--- src/rtl/key_sequence_controller.sv ---
// Push-button front end: per-key synchronise/debounce/edge pipeline, lowest-index
// arbitration, and assembly of accepted key indices into a code word with valid/ready handoff.
module key_sequence_controller #(
  parameter int NUM_KEYS        = 4,
  parameter int CODE_LEN        = 4,
  parameter int DEBOUNCE_CYCLES = 250000,
  localparam int KEY_BITS       = $clog2(NUM_KEYS),
  localparam int CNT_BITS       = $clog2(CODE_LEN + 1)
) (
  input  logic                         clock,
  input  logic                         reset,
  input  logic [NUM_KEYS-1:0]          key,
  input  logic                         clear,
  input  logic                         code_ready,
  output logic                         code_valid,
  output logic [CODE_LEN*KEY_BITS-1:0] code,
  output logic [CNT_BITS-1:0]          digit_count,
  output logic                         key_event,
  output logic [KEY_BITS-1:0]          key_index,
  output logic                         busy
);

  localparam int DB_BITS = $clog2(DEBOUNCE_CYCLES + 1);

  typedef enum logic [1:0] {IDLE, COLLECT, PRESENT} state_t;

  logic [NUM_KEYS-1:0] press;

  for (genvar gi = 0; gi < NUM_KEYS; gi++) begin : g_key
    logic               sync1_q, sync1_d, sync2_q, sync2_d;
    logic               deb_q, deb_d, deb_dly_q, deb_dly_d, press_q, press_d;
    logic [DB_BITS-1:0] cnt_q, cnt_d;

    // Counter only runs while the synced level disagrees with the accepted level.
    always_comb begin
      sync1_d   = key[gi];
      sync2_d   = sync1_q;
      deb_dly_d = deb_q;
      press_d   = deb_q & ~deb_dly_q;
      deb_d     = deb_q;
      cnt_d     = '0;
      if (sync2_q != deb_q) begin
        if (cnt_q == DB_BITS'(DEBOUNCE_CYCLES - 1)) begin
          deb_d = ~deb_q;
        end else begin
          cnt_d = cnt_q + 1'b1;
        end
      end
    end

    always_ff @(posedge clock or posedge reset) begin
      if (reset) begin
        sync1_q   <= 1'b0;
        sync2_q   <= 1'b0;
        deb_q     <= 1'b0;
        deb_dly_q <= 1'b0;
        press_q   <= 1'b0;
        cnt_q     <= '0;
      end else begin
        sync1_q   <= sync1_d;
        sync2_q   <= sync2_d;
        deb_q     <= deb_d;
        deb_dly_q <= deb_dly_d;
        press_q   <= press_d;
        cnt_q     <= cnt_d;
      end
    end

    assign press[gi] = press_q;
  end

  state_t                       state_q, state_d;
  logic [CODE_LEN*KEY_BITS-1:0] code_q, code_d;
  logic [CNT_BITS-1:0]          count_q, count_d;
  logic                         key_event_q, key_event_d;
  logic [KEY_BITS-1:0]          key_index_q, key_index_d;
  logic                         win_valid;
  logic [KEY_BITS-1:0]          win_idx;

  always_comb begin
    win_valid = 1'b0;
    win_idx   = '0;
    // Scanning downwards leaves the lowest pressed index as the winner.
    for (int i = NUM_KEYS - 1; i >= 0; i--) begin
      if (press[i]) begin
        win_valid = 1'b1;
        win_idx   = KEY_BITS'(i);
      end
    end

    state_d     = state_q;
    code_d      = code_q;
    count_d     = count_q;
    key_event_d = 1'b0;
    key_index_d = '0;

    if (clear) begin
      state_d = IDLE;
      code_d  = '0;
      count_d = '0;
    end else begin
      case (state_q)
        IDLE, COLLECT: begin
          if (win_valid) begin
            key_event_d = 1'b1;
            key_index_d = win_idx;
            for (int s = 0; s < CODE_LEN; s++) begin
              if (count_q == CNT_BITS'(s)) begin
                code_d[s*KEY_BITS +: KEY_BITS] = win_idx;
              end
            end
            count_d = count_q + 1'b1;
            state_d = (count_q == CNT_BITS'(CODE_LEN - 1)) ? PRESENT : COLLECT;
          end
        end
        PRESENT: begin
          if (code_ready) begin
            state_d = IDLE;
            code_d  = '0;
            count_d = '0;
          end
        end
        default: begin
          state_d = IDLE;
          code_d  = '0;
          count_d = '0;
        end
      endcase
    end
  end

  always_ff @(posedge clock or posedge reset) begin
    if (reset) begin
      state_q     <= IDLE;
      code_q      <= '0;
      count_q     <= '0;
      key_event_q <= 1'b0;
      key_index_q <= '0;
    end else begin
      state_q     <= state_d;
      code_q      <= code_d;
      count_q     <= count_d;
      key_event_q <= key_event_d;
      key_index_q <= key_index_d;
    end
  end

  assign code_valid  = (state_q == PRESENT);
  assign busy        = (state_q != IDLE);
  assign code        = code_q;
  assign digit_count = count_q;
  assign key_event   = key_event_q;
  assign key_index   = key_index_q;

endmodule

--- config.mk ---
export PLATFORM = sky130hd
export DESIGN_NAME = key_sequence_controller
export DESIGN_NICKNAME = d
export VERILOG_FILES = /design/src/rtl/key_sequence_controller.sv
export SDC_FILE = /design/constraint.sdc
export NUM_CORES = 1
export LEC_CHECK = 0
export BUFFER_PORTS_ARGS = -buffer_cell sky130_fd_sc_hd__buf_2
export CAP_MARGIN = 5
export CELL_PAD_IN_SITES_DETAIL_PLACEMENT = 1
export CELL_PAD_IN_SITES_GLOBAL_PLACEMENT = 1
export CORE_UTILIZATION = 30
export CTS_BUF_LIST = sky130_fd_sc_hd__clkbuf_4 sky130_fd_sc_hd__clkbuf_8
export DETAILED_ROUTE_END_ITERATION = 7
export HOLD_SLACK_MARGIN = 0.05
export PLACE_DENSITY = 0.54
export RECOVER_POWER = 100
export SKIP_CTS_REPAIR_TIMING = 1
export SYNTH_ARGS = -nofsm -noshare
export SYNTH_HDL_FRONTEND = slang
export SYNTH_SLANG_ARGS = --single-unit
--- constraint.sdc ---
create_clock -name clock -period 9.1 [get_ports clock]
set_input_delay 1.365 -clock clock [delete_from_list [all_inputs] [get_ports clock]]
set_output_delay 1.365 -clock clock [all_outputs]
set_load 0.02 [all_outputs]
==> results.cfg <==
[timing]
fin_setup_tns_ns = 0
rsz_0062_raised_after_global_routing = no
fin_worst_skew_ns = 0.0117
period_minus_slack_ns = 3.76
slew_headroom_pct = -106
fin_crit_sh_pct = 41.3
timing.final.hold_violations = 0
timing.final.setup_violations = 0
max_freq_ghz = 0.266
max_slew.worst_pin.slew_ns = 3.05
max_slew_violation_count = 111

[cells_and_area]
final_util_pct = 34.1
nNetsFinal = 515
layout.filler_cells = 1860
finalNonFillerCells = 719
antennaDiodeCount = 0
fraction_of_final_layout_cells_with_drive_strength_greater_than_1_pct = 7.55
syn2layout_area_growth_pct = 9.51

[clock_network]
cts_root_buffer = sky130_fd_sc_hd__clkbuf_8
insertion_delay_ns = 0.39
cts.clk_slew.worst_paths_ns = 0.11
cts_tree = done
max-clock-path-buffers = 2
cts_num_sinks = 108
numCtsBuffers = 9
cts-htree-levels = 3

[yosys]
netlist_area_um2 = 5010
synth.distinct_cells = 42
ffs_latches_synth = 108
synth_edf_count = 0
syn_nets = 489
synth_flop_cell = sky130_fd_sc_hd__dfrtp_1
synth_warnings = 0
yosys.area.top_type_share_pct = 53.9
synthTopCellsByArea = sky130_fd_sc_hd__dfrtp_1, sky130_fd_sc_hd__xnor2_1, sky130_fd_sc_hd__nor2_1, sky130_fd_sc_hd__xor2_1, sky130_fd_sc_hd__mux2_2
gate_count_of_the_mapped_netlist = 472
synthesis.area_per_instance_um2 = 10.6
yosysTopAreaCell = sky130_fd_sc_hd__dfrtp_1
synthArstFlopShare_pct = 100
yosysSeqAreaShare_pct = 53.9

[hold_path]
worstHoldPathType = reg2reg
worst_hold_path.num_cells = 0

[placed_design]
port_buffers = 23
detailed_place_hpwl_um = 7120
finalWeightedCongestion = 0.744
dp_cells = 703

[setup_path]
rrSetupSlack_ns = 5.34
timing_worst_setup_path_type = reg2reg
setup_crit_end_kind = register
ff2ff_path_depth = 4
timing.critical_path.required_ns = 9.25
critical_path.startpoint_type = register
worst-endpoint-arrival_ns = 3.90
worstPathMaxFanout = 18

[floorplan]
dieWidth_um = 131
core_area_um2 = 16100
placement_rows = 46
design.die.area_um2 = 17200
die_h_um = 131
initial_util_pct = 31.1
ios = 24

[global_routing]
grt.met1_usage_pct = 17.4
maximum_number_of_pins_on_one_net_before_global_route_repair = 57
global_route_wire_length_before_repair_um = 18400
via_count_of_the_first_global_routing_pass = 3708
grt.overflow.total = 0
antenna_found_initial = 0
groute.layer.met2.usage_pct = 20.9
gr-max-usage-layer = met2
met3_use_gr_pct = 3.20
gr-usage-all-layers_pct = 13.1

[drt]
drc_violations = 0
vias = 3473
average_via_count_per_standard_cell = 4.83
first_drt_iteration_drcs = 127
routed_wl_um = 10300
drt_pass1_iterations = 4
avgRoutedWirePerCell_um = 14.3
drtAntennaViolNets = 0

[job]
maxCapViolations = 4

[pwr]
p_total_uw = 823
power.density_nw_per_um2 = 150
vdd_ir_drop_max_uv = 71.2
leakage_uw = 0.00228

[status]
run_status = finished with violations
violations = max-capacitance violations, max-slew violations
sequential cells by signal (all words and copies together) (netlist names):
name,cells
digit_count,3
key_index,2
g_key.deb_dly_q,4
g_key.sync1_q,4
g_key.press_q,4
g_key.sync2_q,4
g_key.cnt_q,72
key_event,1
state_q,2
g_key.deb_dly_d,4
code,8
report_power, final:
part	total (uW)	switching, uW	internal (uW)
Clock	304	171	133
Sequential	491	5.41	486
Combinational	28.2	20.8	7.39
kinds of logic after synthesis:
kind of cell               Yosys count  share of synthesized area (%)
xor gates and xnor gates            55                           9.61
and+or+nand+nor                    215                           22.3
DFF                                108                           53.9
adders and majority gates            9                           2.25
AOI/OAI and AO/OA                   46                           6.94
buffers and inverters               26                           2.07
muxes                               13                           2.92
final timing paths:
check	endpoint	from
min	g_key[2].sync2_q	g_key[2].sync1_q
max in group asynchronous	key_index[1]	reset
max	g_key[3].cnt_q[3]	g_key[3].cnt_q[13]
min reg2reg	g_key[2].sync2_q	g_key[2].sync1_q
min in group asynchronous	g_key[2].cnt_q[10]	reset
max reg2reg	g_key[3].cnt_q[3]	g_key[3].cnt_q[13]
synthesized netlist by cell type (all sizes together), types with 2 or more instances:
| master | number |
|---|---|
| dfrtp | 108 |
| nor2 | 73 |
| xnor2 | 34 |
| nand3 | 29 |
| nand2 | 23 |
| xor2 | 21 |
| a21oi | 19 |
| nand4 | 19 |
| nor4 | 19 |
| inv | 16 |
| mux2 | 13 |
| nor3 | 11 |
| ha | 9 |
| o21ai | 8 |
| and4 | 7 |
| clkbuf | 6 |
| or3 | 6 |
| and3 | 5 |
| nor2b | 5 |
| o31ai | 5 |
| or4 | 5 |
| buf | 4 |
| nor4b | 4 |
| o41ai | 4 |
| and2 | 3 |
| o21bai | 3 |
| a22o | 2 |
| nand3b | 2 |
final cells by class:
type / instances / area (um^2) / area share (%)
Clock buffer: 10 / 131 / 2.39
Tap cell: 216 / 270 / 4.92
Multi-Input combinational cell: 338 / 2150 / 39.2
Timing Repair Buffer: 25 / 103 / 1.87
Clock inverter: 6 / 71.3 / 1.30
Sequential cell: 108 / 2700 / 49.2
Inverter: 16 / 61.3 / 1.12
worst max-delay path, cell delays in order (launching register included):
cell and delay (ns):
sky130_fd_sc_hd__dfrtp_1 0.47, sky130_fd_sc_hd__nor4_1 0.29, sky130_fd_sc_hd__nand3_1 0.14, sky130_fd_sc_hd__o41ai_1 2.46, sky130_fd_sc_hd__nor2_1 0.15
routing by layer:
metal	routed length (um)	vias to the layer above
met5	0	-
met4	141	0
met3	269	10
met2	4760	32
met1	5120	1727
li1	-	1704
layout by cell type, fill, tap and decap left out, types with 2 or more instances in the layout:
cell type and n:
sky130_fd_sc_hd__inv_6 2, sky130_fd_sc_hd__nand4_1 17, sky130_fd_sc_hd__clkinvlp_4 2, sky130_fd_sc_hd__nor4b_1 4, sky130_fd_sc_hd__o41ai_1 4, sky130_fd_sc_hd__nor4_1 19
sky130_fd_sc_hd__xor2_1 21, sky130_fd_sc_hd__ha_1 9, sky130_fd_sc_hd__and4_1 7, sky130_fd_sc_hd__nand3b_1 2, sky130_fd_sc_hd__a21oi_1 19, sky130_fd_sc_hd__a22o_1 2
sky130_fd_sc_hd__clkbuf_8 9, sky130_fd_sc_hd__or3_1 6, sky130_fd_sc_hd__buf_2 4, sky130_fd_sc_hd__clkbuf_1 20, sky130_fd_sc_hd__nor2b_1 5, sky130_fd_sc_hd__or4_1 5
sky130_fd_sc_hd__nor3_1 11, sky130_fd_sc_hd__inv_1 15, sky130_fd_sc_hd__mux2_2 12, sky130_fd_sc_hd__o21bai_1 3, sky130_fd_sc_hd__nand3_1 29, sky130_fd_sc_hd__dfrtp_1 108
sky130_fd_sc_hd__and3_1 5, sky130_fd_sc_hd__nand2_1 23, sky130_fd_sc_hd__and2_1 2, sky130_fd_sc_hd__nor2_1 73, sky130_fd_sc_hd__o21ai_0 8, sky130_fd_sc_hd__o31ai_1 5
sky130_fd_sc_hd__xnor2_1 34
per-stage QoR:
step	hold WS, ns	area, um^2	setup slack (ns)
after detailed placement	0.340	5370	6.30
after CTS	0.368	5580	6.35
final	0.362	5490	5.34
after floorplan	0.331	5010	4.89
after global routing	0.368	5490	4.91
after global placement	0.339	5370	6.32
(Power assumes the default switching activity.)
